`config.mk`:
```
export PLATFORM = sky130hd
export DESIGN_NAME = p_mul_seq
export DESIGN_NICKNAME = d
export VERILOG_FILES = /design/src/rtl/p_mul_seq_pkg.sv /design/src/rtl/p_mul_seq_chk.sv /design/src/rtl/p_mul_seq.sv
export SDC_FILE = /design/constraint.sdc
export NUM_CORES = 1
export LEC_CHECK = 0
export ABC_AREA = 1
export CAP_MARGIN = 15
export CORE_ASPECT_RATIO = 1.1
export CORE_UTILIZATION = 44
export CTS_BUF_LIST = sky130_fd_sc_hd__clkbuf_16
export CTS_CLUSTER_SIZE = 10
export DETAILED_ROUTE_END_ITERATION = 8
export PLACE_DENSITY = 0.86
export SYNTH_ARGS = -nofsm -noshare
export SYNTH_HDL_FRONTEND = slang
export SYNTH_SLANG_ARGS = --single-unit
```
`constraint.sdc`:
```
create_clock -name clock -period 3.5 [get_ports clock]
set_clock_uncertainty 0.1 [all_clocks]
set_input_delay 0.35 -clock clock [delete_from_list [all_inputs] [get_ports clock]]
set_output_delay 0.35 -clock clock [all_outputs]
set_load 0.05 [all_outputs]
```
`src/rtl/p_mul_seq_pkg.sv`:
```
// ----------------------------------------------------------------------------
// p_mul_seq_pkg
// Shared definitions for the p_mul issue sequencer:
//   - one-hot pack-width encodings (PW_32 .. PW_2)
//   - sequencer state encoding (S_IDLE / S_RUN / S_RESP)
//   - result struct of the request legality / zero checker
//   - one-hot test helper
// ----------------------------------------------------------------------------
package p_mul_seq_pkg;

    localparam logic [4:0] PW_32 = 5'b00001;
    localparam logic [4:0] PW_16 = 5'b00010;
    localparam logic [4:0] PW_8  = 5'b00100;
    localparam logic [4:0] PW_4  = 5'b01000;
    localparam logic [4:0] PW_2  = 5'b10000;

    typedef enum logic [1:0] {
        S_IDLE = 2'd0,
        S_RUN  = 2'd1,
        S_RESP = 2'd2
    } state_t;

    typedef struct packed {
        logic illegal;
        logic zero_op;
    } chk_t;

    // True when exactly one bit of the pack-width field is set.
    function automatic logic is_onehot5(input logic [4:0] v);
        return (v != 5'd0) && ((v & (v - 5'd1)) == 5'd0);
    endfunction

endpackage

```
`src/rtl/p_mul_seq_chk.sv`:
```
// ----------------------------------------------------------------------------
// p_mul_seq_chk
// Combinational request screening for the p_mul issue sequencer.
//   i_mul_l, i_mul_h  requested product half (exactly one must be set)
//   i_pw              one-hot pack width
//   i_rs1, i_rs2      operands
//   o_chk             {illegal, zero_op}
//     illegal : pw not one-hot, or mul_l == mul_h
//     zero_op : either operand is zero (product is trivially 0)
// ----------------------------------------------------------------------------
module p_mul_seq_chk
    import p_mul_seq_pkg::*;
(
    input  logic        i_mul_l,
    input  logic        i_mul_h,
    input  logic [4:0]  i_pw,
    input  logic [31:0] i_rs1,
    input  logic [31:0] i_rs2,
    output chk_t        o_chk
);

    // NOTE: every always_comb output gets a default first, so no path can
    // leave it unassigned and infer a latch.
    always_comb begin
        o_chk         = '0;
        o_chk.illegal = !is_onehot5(i_pw) || (i_mul_l == i_mul_h);
        o_chk.zero_op = (i_rs1 == 32'd0) || (i_rs2 == 32'd0);
    end

endmodule

```
`src/rtl/p_mul_seq.sv`:
```
// ----------------------------------------------------------------------------
// p_mul_seq
// Issue sequencer in front of the packed multiplier p_mul. Accepts one
// mul/clmul request, holds latched operands at p_mul until it reports ready,
// and returns the captured result through a response handshake. Illegal
// encodings and zero operands are answered directly without starting p_mul.
//
// Ports
//   clock, resetn               clock, asynchronous active-low reset
//   req_valid / req_ready       request handshake
//   req_mul_l/_h, req_clmul     operation select
//   req_pw[4:0]                 one-hot pack width (32/16/8/4/2)
//   req_rs1, req_rs2            operands
//   rsp_valid / rsp_ready       response handshake
//   rsp_result, rsp_err         result (0 when rsp_err)
//   mul_valid / mul_ready       p_mul handshake
//   mul_mul_l/_h, mul_clmul,
//   mul_pw, mul_crs1, mul_crs2  latched operation to p_mul
//   mul_result                  p_mul result, valid with mul_ready
//   perf_ops, perf_busy         performance counters (P_MUL_SEQ_PERF_EN only)
//
// Configuration: define P_MUL_SEQ_PERF_EN to add the perf_ops / perf_busy
// counters (CNT_W bits, wrapping).
// ----------------------------------------------------------------------------
module p_mul_seq
    import p_mul_seq_pkg::*;
#(
    parameter int CNT_W = 32
) (
    input  logic              clock,
    input  logic              resetn,
    input  logic              req_valid,
    output logic              req_ready,
    input  logic              req_mul_l,
    input  logic              req_mul_h,
    input  logic              req_clmul,
    input  logic [4:0]        req_pw,
    input  logic [31:0]       req_rs1,
    input  logic [31:0]       req_rs2,
    output logic              rsp_valid,
    input  logic              rsp_ready,
    output logic [31:0]       rsp_result,
    output logic              rsp_err,
    output logic              mul_valid,
    input  logic              mul_ready,
    output logic              mul_mul_l,
    output logic              mul_mul_h,
    output logic              mul_clmul,
    output logic [4:0]        mul_pw,
    output logic [31:0]       mul_crs1,
    output logic [31:0]       mul_crs2,
    input  logic [31:0]       mul_result
`ifdef P_MUL_SEQ_PERF_EN
   ,output logic [CNT_W-1:0]  perf_ops,
    output logic [CNT_W-1:0]  perf_busy
`endif
);

    state_t      r_state;
    logic        r_req_ready;
    logic        r_mul_valid;
    logic        r_rsp_valid;
    logic        r_rsp_err;
    logic [31:0] r_rsp_result;
    logic        r_mul_l;
    logic        r_mul_h;
    logic        r_clmul;
    logic [4:0]  r_pw;
    logic [31:0] r_rs1;
    logic [31:0] r_rs2;
    chk_t        w_chk;

    // Screening looks at the live request; its verdict is only used in the
    // accepting cycle, after which everything runs from the latched copy.
    p_mul_seq_chk u_chk (
        .i_mul_l (req_mul_l),
        .i_mul_h (req_mul_h),
        .i_pw    (req_pw),
        .i_rs1   (req_rs1),
        .i_rs2   (req_rs2),
        .o_chk   (w_chk)
    );

    // req_ready is registered so it stays low while resetn is low and only
    // rises on the first clock after release.
    // NOTE: state registers use non-blocking assignments so every register
    // in this block samples pre-edge values, independent of statement order.
    // NOTE: the operand registers are few and drive outputs, so they are
    // reset along with the control state rather than left uninitialised.
    always_ff @(posedge clock or negedge resetn) begin
        if (!resetn) begin
            r_state      <= S_IDLE;
            r_req_ready  <= 1'b0;
            r_mul_valid  <= 1'b0;
            r_rsp_valid  <= 1'b0;
            r_rsp_err    <= 1'b0;
            r_rsp_result <= 32'd0;
            r_mul_l      <= 1'b0;
            r_mul_h      <= 1'b0;
            r_clmul      <= 1'b0;
            r_pw         <= 5'd0;
            r_rs1        <= 32'd0;
            r_rs2        <= 32'd0;
        end else begin
            case (r_state)
                S_IDLE: begin
                    r_req_ready <= 1'b1;
                    if (req_valid && r_req_ready) begin
                        r_req_ready <= 1'b0;
                        r_mul_l     <= req_mul_l;
                        r_mul_h     <= req_mul_h;
                        r_clmul     <= req_clmul;
                        r_pw        <= req_pw;
                        r_rs1       <= req_rs1;
                        r_rs2       <= req_rs2;
                        if (w_chk.illegal || w_chk.zero_op) begin
                            // Answered locally; p_mul is never started.
                            r_rsp_result <= 32'd0;
                            r_rsp_err    <= w_chk.illegal;
                            r_rsp_valid  <= 1'b1;
                            r_state      <= S_RESP;
                        end else begin
                            r_mul_valid <= 1'b1;
                            r_state     <= S_RUN;
                        end
                    end
                end
                S_RUN: begin
                    if (mul_ready) begin
                        // Dropping mul_valid here keeps p_mul from re-arming.
                        r_mul_valid  <= 1'b0;
                        r_rsp_result <= mul_result;
                        r_rsp_err    <= 1'b0;
                        r_rsp_valid  <= 1'b1;
                        r_state      <= S_RESP;
                    end
                end
                S_RESP: begin
                    if (rsp_ready) begin
                        r_rsp_valid <= 1'b0;
                        r_req_ready <= 1'b1;
                        r_state     <= S_IDLE;
                    end
                end
                default: begin
                    r_mul_valid <= 1'b0;
                    r_rsp_valid <= 1'b0;
                    r_req_ready <= 1'b0;
                    r_state     <= S_IDLE;
                end
            endcase
        end
    end

    assign req_ready  = r_req_ready;
    assign rsp_valid  = r_rsp_valid;
    assign rsp_result = r_rsp_result;
    assign rsp_err    = r_rsp_err;
    assign mul_valid  = r_mul_valid;
    assign mul_mul_l  = r_mul_l;
    assign mul_mul_h  = r_mul_h;
    assign mul_clmul  = r_clmul;
    assign mul_pw     = r_pw;
    assign mul_crs1   = r_rs1;
    assign mul_crs2   = r_rs2;

`ifdef P_MUL_SEQ_PERF_EN
    logic [CNT_W-1:0] r_perf_ops;
    logic [CNT_W-1:0] r_perf_busy;

    always_ff @(posedge clock or negedge resetn) begin
        if (!resetn) begin
            r_perf_ops  <= '0;
            r_perf_busy <= '0;
        end else begin
            if (r_rsp_valid && rsp_ready)
                r_perf_ops <= r_perf_ops + 1'b1;
            if (r_state == S_RUN)
                r_perf_busy <= r_perf_busy + 1'b1;
        end
    end

    assign perf_ops  = r_perf_ops;
    assign perf_busy = r_perf_busy;
`else
    // CNT_W only sizes the perf counters, which are absent in this build.
    logic w_unused_cnt_w;
    assign w_unused_cnt_w = (CNT_W > 0);
`endif

endmodule

```
Yosys cells after proc, flatten, opt, wreduce, memory -nomap -nowiden
Index checks and enable logic that the tools add are counted.
- bits of input ports: 109
- logic and storage cells: 66
- output and inout port bits: 108
- register bits: 110
- equality and inequality tests: 8
- add/sub/neg operators: 1
- multiplexer cells: 24
- bitwise logic cells: 3
- reduce and logical (&&, ||, !) cells: 18
- operators by type and width (kind ; count):
    $mux W32 ; 3
    $logic_not A32 Y1 ; 2
    $pmux W32 S2 ; 1
    $reduce_and A4 Y1 ; 3
    $mux W1 ; 11
    $ne A2 B2 Y1 const B ; 5
    $pmux W1 S3 ; 3
    $mux W2 ; 4
    $pmux W2 S3 ; 1
    $and A5 B5 Y5 ; 1
    $logic_not A5 Y1 ; 1
    $reduce_bool A5 Y1 ; 1
    $sub A5 B1 Y5 const B ; 1
    $reduce_and A2 Y1 ; 2
    $logic_or A1 B1 Y1 ; 3
    $reduce_and A3 Y1 ; 1
    $eq A2 B1 Y1 const B ; 1
    $eq A2 B2 Y1 const B ; 1
    $logic_and A1 B1 Y1 ; 2
    $logic_not A2 Y1 ; 1
    $not A1 Y1 ; 2
    $pmux W1 S2 ; 1
    $reduce_bool A2 Y1 ; 1
    $eq A1 B1 Y1 ; 1
    $logic_not A1 Y1 ; 1

Logic depth before layout (Yosys ltp)
Gate-level depths: netlist of the first run.
- depth in word-level cells: 10
- mapped depth: 11
- depth with buffers taken out: 10

Cells and area by module
Synthesis of the first run repeated with hierarchy kept, for this count alone.
- cells, all modules: 576
- area, all modules: 4957.3 um2
- modules (own cells, without submodules) (module ; seq. area each (um2) ; cells an instance ; area an instance (um2) ; instances):
    p_mul_seq ; 2752.6 ; 490 ; 4589.4 ; 1
    p_mul_seq_chk ; 0.0 ; 86 ; 367.9 ; 1

Least setup slack after synthesis of the first run
OpenSTA, ideal clock, no wires.
- kind: register -> register
- start point: reg r_req_ready, in the netlist req_ready
- end point: reg r_rsp_result[10], in the netlist rsp_result[10]
- period minus slack after synthesis: 1630 ps
- stages on the path, launching flop included: 9
- arrival: 1413 ps
- path slack: 1870 ps
- path buffers: 1
- library setup time: 117 ps
- required time: 3283 ps
- cells stage by stage: dfrtp_1 -> nand2_1 -> nand2_1 -> nand2_2 -> nor2_4 -> nand2_4 -> buf_12 -> nand2_2 -> nand2_2
- longest elaborated chain between the ends: 3
- RTL lines (element ; RTL line ; text):
    from (decl) ; p_mul_seq.sv:60 ; logic r_req_ready;
    from (signal assigned) ; p_mul_seq.sv:93 ; r_req_ready <= 1'b0;
    from (signal assigned) ; p_mul_seq.sv:107 ; r_req_ready <= 1'b1;
    from (signal assigned) ; p_mul_seq.sv:109 ; r_req_ready <= 1'b0;
    $logic_and A1 B1 Y1 ; p_mul_seq.sv:108 ; if (req_valid && r_req_ready) begin
    $ne A2 B2 Y1 (no line) ; -- ;
    $reduce_and A4 Y1 (no line) ; -- ;
    to (signal assigned) ; p_mul_seq.sv:132 ; r_rsp_result <= mul_result;
    to (decl) ; p_mul_seq.sv:64 ; logic [31:0] r_rsp_result;
Every way passes these cells.
A chain may end at the register's enable or synchronous reset.

Worst setup path in the final report of the first run
- start point: reg r_state[1]
- end point: reg r_rs1[22], in the netlist mul_crs1[22]
- longest elaborated chain between the ends: 2
- RTL lines (element ; RTL line ; text):
    from (decl) ; p_mul_seq.sv:59 ; state_t r_state;
    from (signal assigned) ; p_mul_seq.sv:92 ; r_state <= S_IDLE;
    from (signal assigned) ; p_mul_seq.sv:121 ; r_state <= S_RESP;
    from (signal assigned) ; p_mul_seq.sv:124 ; r_state <= S_RUN;
    $logic_not A2 Y1 ; p_mul_seq.sv:105 ; case (r_state)
    $reduce_and A2 Y1 (no line) ; -- ;
    to (signal assigned) ; p_mul_seq.sv:114 ; r_rs1 <= req_rs1;
    to (decl) ; p_mul_seq.sv:69 ; logic [31:0] r_rs1;
Every way passes these cells.

==> reports/qor.tcl, run 1 <==
set qor(count_of_port_buffers_added_during_placement) 216
set qor(p_switching_uw) 3250
set qor(drt_iter0_markers) 161
set qor(worstSkewPairLatency_ns) 0.33
set qor(r2r_end) {mul_crs1[22]$_DFFE_PN0P_}
set qor(seq_power_share_pct) 29.3
set qor(die_width_microns) 99.8
set qor(multi_input_area_sq_mm) 0.00171
set qor(report.final.setup_viol) 0
set qor(grt_start_max_net_pins) 82
set qor(combPwrFrac_pct) 54.5
set qor(clk_pin_slew_ns) 0.07
set qor(die_h_microns) 110
set qor(wire_length_of_the_first_global_routing_pass_microns) 19400
set qor(post_route_cells_drive_above_1_share_pct) 9.37
set qor(num-nets-final) 734
set qor(yosysWarnings) 0
set qor(finish.instance_area_sq_mm) 0.00722
set qor(post-dp-hpwl_microns) 9260
set qor(grt_pass1_vias) 3898
set qor(root_buffer) {clkbuf_16}
set qor(worst_slew_margin_rel_pct) 36.0
set qor(insertedDiodeCount) 0
set qor(whs_ns) -0.0168
set qor(count_of_endpoints_failing_hold_in_the_final_timing_report) 11
set qor(cts_buffer_depth) 2
set qor(setup.worst_path.class) {reg2reg}
set qor(seqCellArea_sq_mm) 0.00275
set qor(num_vias) 3798
set qor(detail_route.wirelength_microns) 12300
set qor(post_cts_resize_count) 0
set qor(power.density_cell_area_mw_per_mm2) 970
set qor(critPathMaxFanout) 81
set qor(cts_hold_buffers) 0
set qor(grt_most_used_layer) {met2}
set qor(floorplan.io_pins) 217
set qor(detail_route.drc_violations) 0
set qor(preCtsSetupSlack_ns) 1.15
set qor(antenna_violating_nets_post_route) 0
set qor(power_frac_clock_pct) 16.2
set qor(run_status) {finished with violations}
set qor(cellLeakagePower_uw) 0.00318
set qor(worstSetupStartpointType) {flop}
set qor(cts_setup_buffers) 0
set qor(grt_setup_unrepaired) {no}
set qor(fin_crit_ns) 2.10
set qor(top_library_cells_by_usage_in_the_layout_fill_and_taps_aside) {clkdlybuf4s50_1, dfrtp_1, nand2_1}
set qor(synth-seq-area-share_pct) 59.5
set qor(cp-end-kind) {flop}
set qor(tritoncts_num_sinks) 110
set qor(grt_remaining_overflow) 0
set qor(worstRegToRegCells) 4
set qor(antenna_violations_before_repair) 0
set qor(gate_count_of_the_mapped_netlist) 411
set qor(commonest_non_fill_non_tap_cell_in_the_layout) {clkdlybuf4s50_1}
set qor(globalplace.congestion) 0.787
set qor(met2_capacity_usage_during_global_routing_pct) 40.2
set qor(max_slew.worst_pin.slew_ns) 0.960
set qor(slew_viol_final) 0
set qor(nFillCells) 719
set qor(grt_util_all_layers_pct) 23.2
set qor(cts.htree.levels) 3
set qor(vdd_drop_max_v) 0.000628
set qor(globalRouteMet3Util_pct) 5.85
set qor(core-area_sq_mm) 0.0100
set qor(min_path_type) {in2async}
set qor(avgViaCountPerCell) 4.93
set qor(synth.distinct_cells) 24
set qor(syn_to_layout_area_delta_pct) 56.0
set qor(tritoncts_clock_tree) {built}
set qor(timing.critical_path.arrival_ns) 2.21
set qor(netSwitchingFraction_pct) 46.4
set qor(timing.max_cap.violations) 0
set qor(fp-row-count) 38
set qor(worst_setup_path_endpoint) {mul_crs1[22]$_DFFE_PN0P_}
set qor(placedInstanceArea_sq_mm) 0.00688
set qor(intPower_uw) 3750
set qor(drt_first_pass_iters) 5
set qor(wl_per_cell_microns) 15.9
set qor(yosys_register_bits) 110
set qor(clock_buffer_count_from_cts) 9
set qor(crit_start) {r_state[1]$_DFFE_PN0P_}
set qor(critical_path_required_ns) 3.61
set qor(syn-mean-instance-area_sq_um) 11.3
set qor(synth.net_count) 520
set qor(setup_slack_ns) 1.40
set qor(initial_core_util_pct) 46.1
set qor(worstReg2RegStart) {r_state[1]$_DFFE_PN0P_}
set qor(violations_in_the_final_reports) {hold timing}
set qor(die_area_sq_mm) 0.0109
set qor(setup-tns-final_ns) 0
set qor(max_freq_mhz) 477
set qor(setup.reg_to_reg.worst_slack_ns) 1.40
set qor(min_period_over_period_pct) 59.9
set qor(groute.layer.met1.usage_pct) 26.0
set qor(post_synthesis_cell_area_sq_mm) 0.00463
per-layer routing:
metal | wire length, microns | part of all wire [%] | vias to the layer above
met4 | 561 | 4.6 | 0
met5 | 0 | 0 | -
met2 | 6250 | 51 | 146
li1 | - | - | 1785
met1 | 4720 | 38 | 1830
met3 | 750 | 6.1 | 37
state kept, by name, indices dropped and copies added, names as in the netlist:
| register | flops |
|---|---|
| mul_valid | 1 |
| mul_crs1 | 32 |
| mul_mul_l | 1 |
| rsp_valid | 1 |
| mul_pw | 5 |
| mul_mul_h | 1 |
| r_state | 2 |
| mul_crs2 | 32 |
| rsp_err | 1 |
| req_ready | 1 |
| mul_clmul | 1 |
| rsp_result | 32 |
metrics by stage:
| stage | hold WS [ns] | util (%) | power (uW) | cells |
|---|---|---|---|---|
| floorplan | -0.0456 | - | 4600 | 411 |
| global placement | 0.361 | 68.6 | 5820 | 754 |
| detailed placement | 0.364 | 68.6 | 5910 | 754 |
| CTS | 0.0216 | 71.9 | 7070 | 770 |
| global route | 0.0534 | 71.9 | 7320 | 770 |
| finish | -0.0168 | 71.9 | 7000 | 770 |
power groups by stage:
stage	clock, uW	sequential, uW	combinational, uW
finish	1130	2050	3810
global route	1210	2110	3990
CTS	1170	2060	3850
detailed placement	0	2080	3840
global placement	0	2040	3780
floorplan	0	3770	823
worst max-delay path: stages (launching register included):
cell and delay, ns:
dfrtp_1 0.54, nor2_4 0.09, nand3_4 0.06, buf_4 0.73, mux2_1 0.39
cells in the mapped netlist:
cell | number | area share, %
buf_2 | 10 | 1.1
dfrtp_1 | 110 | 60
clkbuf_1 | 4 | 0.32
inv_2 | 1 | 0.081
o21ai_1 | 3 | 0.32
xor2_1 | 1 | 0.19
o21ai_0 | 11 | 1.2
nand3_1 | 37 | 4.0
nand2_4 | 1 | 0.24
a31oi_1 | 1 | 0.14
nand2_2 | 28 | 3.8
nor2_2 | 2 | 0.27
mux2_1 | 62 | 15
nor2_4 | 4 | 0.97
buf_12 | 2 | 0.87
nor2_1 | 38 | 3.1
nor3_1 | 2 | 0.22
a21oi_1 | 1 | 0.11
mux2_2 | 1 | 0.24
buf_8 | 1 | 0.32
nand4_1 | 3 | 0.41
inv_1 | 12 | 0.97
nand3_2 | 3 | 0.65
nand2_1 | 73 | 5.9
final cells by class:
| cell class | count | share of cell area, % |
|---|---|---|
| Sequential cell | 110 | 38.1 |
| Timing Repair Buffer | 220 | 30.3 |
| Multi-Input combinational cell | 271 | 23.7 |
| Clock buffer | 9 | 3.12 |
| Tap cell | 140 | 2.43 |
| Clock inverter | 7 | 1.58 |
| Inverter | 13 | 0.676 |
how the worst min path moves through the flow:
stage / end / slack (ns) / cells past startpoint
after floorplan: mul_clmul$_DFFE_PN0P_ / -0.05 / 0
after global placement: rsp_result[28]$_DFFE_PN0P_ / 0.36 / 2
after detailed placement: rsp_result[0]$_DFFE_PN0P_ / 0.36 / 2
after CTS: mul_crs1[5]$_DFFE_PN0P_ / 0.02 / 1
after global routing: mul_crs1[7]$_DFFE_PN0P_ / 0.05 / 1
final: mul_crs1[7]$_DFFE_PN0P_ / -0.02 / 1
logic make-up after synthesis:
family	count (synthesis)	synth area share (%)
xor+xnor	1	0.189
flops	110	59.5
mux	63	15.3
simple gates	191	19.6
compound gates	16	1.76
buf+inv	30	3.65
Note: power is estimated with default switching activity, not from simulation.
==> inputs of run 2 (changes only) <==
--- a/config.mk
+++ b/config.mk
@@ -8,11 +8,11 @@
 export ABC_AREA = 1
 export CAP_MARGIN = 15
 export CORE_ASPECT_RATIO = 1.1
-export CORE_UTILIZATION = 44
+export CORE_UTILIZATION = 37
 export CTS_BUF_LIST = sky130_fd_sc_hd__clkbuf_16
 export CTS_CLUSTER_SIZE = 10
 export DETAILED_ROUTE_END_ITERATION = 8
-export PLACE_DENSITY = 0.86
+export PLACE_DENSITY = 0.77
 export SYNTH_ARGS = -nofsm -noshare
 export SYNTH_HDL_FRONTEND = slang
 export SYNTH_SLANG_ARGS = --single-unit
==> constraint.sdc (replaced) <==
create_clock -name clock -period 1.7 [get_ports clock]
set_clock_uncertainty 0.1 [all_clocks]
set_input_delay 0.17 -clock clock [delete_from_list [all_inputs] [get_ports clock]]
set_output_delay 0.17 -clock clock [all_outputs]
set_load 0.05 [all_outputs]
==> run 2 against run 1 <==
The flow now finishes without violations; critical path depth up 8; power up 99%; via count up 0.76%; non-clock buffer count up 23; clock power up 65%; combinational power up 110%.
==> reports/qor.tcl, run 2 (synthesis results as in run 1) <==
set qor(run_status) {finished clean}
set qor(cp-end-kind) {flop}
set qor(num-nets-final) 757
set qor(post_route_cells_drive_above_1_share_pct) 28.5
set qor(timing.critical_path.arrival_ns) 1.70
set qor(grt_util_all_layers_pct) 19.7
set qor(avgViaCountPerCell) 4.74
set qor(power.total_uw) 13900
set qor(stdcell_count) 807
set qor(cts_setup_buffers) 0
set qor(setup.reg_to_reg.worst_slack_ns) 0.19
set qor(top_library_cells_by_usage_in_the_layout_fill_and_taps_aside) {buf_4, dfrtp_1, clkdlybuf4s50_1}
set qor(max_freq_mhz) 639
set qor(core-area_sq_mm) 0.0121
set qor(report.final.setup_viol) 0
set qor(setup.worst_path.class) {in2reg}
set qor(place.detailed.instances) 790
set qor(tritoncts_clock_tree) {built}
set qor(detail_route.wirelength_microns) 12400
set qor(cts_buffer_depth) 2
set qor(globalplace.congestion) 0.818
set qor(worstRegToRegCells) 6
set qor(commonest_non_fill_non_tap_cell_in_the_layout) {buf_4}
set qor(initial_core_util_pct) 38.3
set qor(wl_per_cell_microns) 15.4
set qor(r2r_end) {rsp_err$_DFFE_PN0P_}
set qor(root_buffer) {clkbuf_16}
set qor(antenna_violations_before_repair) 0
set qor(critPathMaxFanout) 19
set qor(grt_pass1_vias) 3879
set qor(min_path_type) {in2async}
set qor(clock_buffer_count_from_cts) 9
set qor(grt_setup_unrepaired) {no}
set qor(floorplan.io_pins) 217
set qor(syn_to_layout_area_delta_pct) 54.5
set qor(max_slew.worst_pin.slew_ns) 0.361
set qor(worst_slew_margin_rel_pct) 75.9
set qor(detail_route.drc_violations) 0
set qor(clk_pin_slew_ns) 0.07
set qor(die_area_sq_mm) 0.0130
set qor(count_of_port_buffers_added_during_placement) 216
set qor(worstSkewPairLatency_ns) 0.34
set qor(whs_ns) 0.175
set qor(min_period_over_period_pct) 92.1
set qor(critical_path_required_ns) 1.83
set qor(vdd_drop_max_v) 0.00125
set qor(die_width_microns) 109
set qor(insertedDiodeCount) 0
set qor(drt_first_pass_iters) 4
set qor(timing.max_cap.violations) 0
set qor(tritoncts_num_sinks) 110
set qor(slew_viol_final) 0
set qor(antenna_violating_nets_post_route) 0
set qor(cellLeakagePower_uw) 0.00343
set qor(die_h_microns) 119
set qor(worstSetupStartpointType) {input port}
set qor(power.density_cell_area_mw_per_mm2) 1950
set qor(cts.htree.levels) 3
set qor(setup-tns-final_ns) 0
set qor(worstReg2RegStart) {r_state[1]$_DFFE_PN0P_}
set qor(cts_hold_buffers) 1
set qor(fp-row-count) 42
set qor(post_cts_resize_count) 0
set qor(post-dp-hpwl_microns) 9660
set qor(count_of_endpoints_failing_hold_in_the_final_timing_report) 0
set qor(wire_length_of_the_first_global_routing_pass_microns) 19500
set qor(drt_iter0_markers) 99
set qor(utilization_pct) 59.1
set qor(num_vias) 3827
set qor(fin_crit_ns) 1.57
set qor(grt_remaining_overflow) 0
set qor(grt_start_max_net_pins) 41
-- run 2: cell count changes in the layout (fill, tap and decap cells not counted) --
cell	change
clkinv_4	-1
bufinv_16	-3
buf_12	+7
clkinvlp_4	+1
clkinv_1	+2
dlygate4sd3_1	+1
buf_4	+123
clkdlybuf4s50_1	-108
inv_1	+1
-- run 2: per-stage QoR --
stage          setup WS (ns)  cell area (sq um)
2_1_floorplan         0.0698               4630
3_3_place_gp          -0.205               6880
3_5_place_dp          -0.196               6880
4_1_cts                0.164               7150
5_1_grt               0.0306               7150
6_report               0.134               7150
-- run 2: worst max-delay path: stages --
cell             delay (ns)
clkdlybuf4s50_1        0.43
nor2_1                 0.12
nand2_1                0.06
nor2_1                 0.20
nand2_1                0.08
nor2_1                 0.13
nor2_2                 0.06
nand3_2                0.08
nand2_4                0.07
buf_12                 0.16
nand2_1                0.07
nand2_1                0.05
-- run 2: cell type report --
class                      count  area (sq um)
tap                          154           193
clock inverter                 7          33.8
timing repair buffer         243          2180
inverter                      13          48.8
multi-input combinational    271          1710
fill                        1017          4940
clock buffer                   9           225
sequential                   110          2750
-- run 2: how the worst max path moves through the flow --
stage	start	to	slack [ns]	depth (start not counted)
after floorplan	req_ready$_DFFE_PN0P_	rsp_result[10]$_DFFE_PN0P_	0.07	8
after global placement	req_rs1[23]	rsp_err$_DFFE_PN0P_	-0.20	12
after detailed placement	req_rs2[29]	rsp_result[1]$_DFFE_PN0P_	-0.20	12
after CTS	req_rs1[19]	rsp_result[1]$_DFFE_PN0P_	0.16	12
after global routing	req_rs2[29]	rsp_result[27]$_DFFE_PN0P_	0.03	12
final	req_rs1[23]	rsp_result[1]$_DFFE_PN0P_	0.13	12
-- run 2: where the power goes --
group	leakage (uW)	switching [uW]	internal, uW	total, uW
clock	0.000127	892	969	1860
sequential	0.00137	591	3650	4240
combinational	0.00193	5280	2550	7830
-- run 2: metal layers --
metal / up-vias / part of all wire, % / wire length [microns] / GRT usage (%)
li1: 1832 / - / - / -
met1: 1840 / 41 / 5110 / 24.2
met2: 125 / 51 / 6360 / 33.1
met3: 30 / 4.0 / 497 / 3.12
met4: 0 / 3.4 / 422 / 9.97
met5: - / 0 / 0 / 0
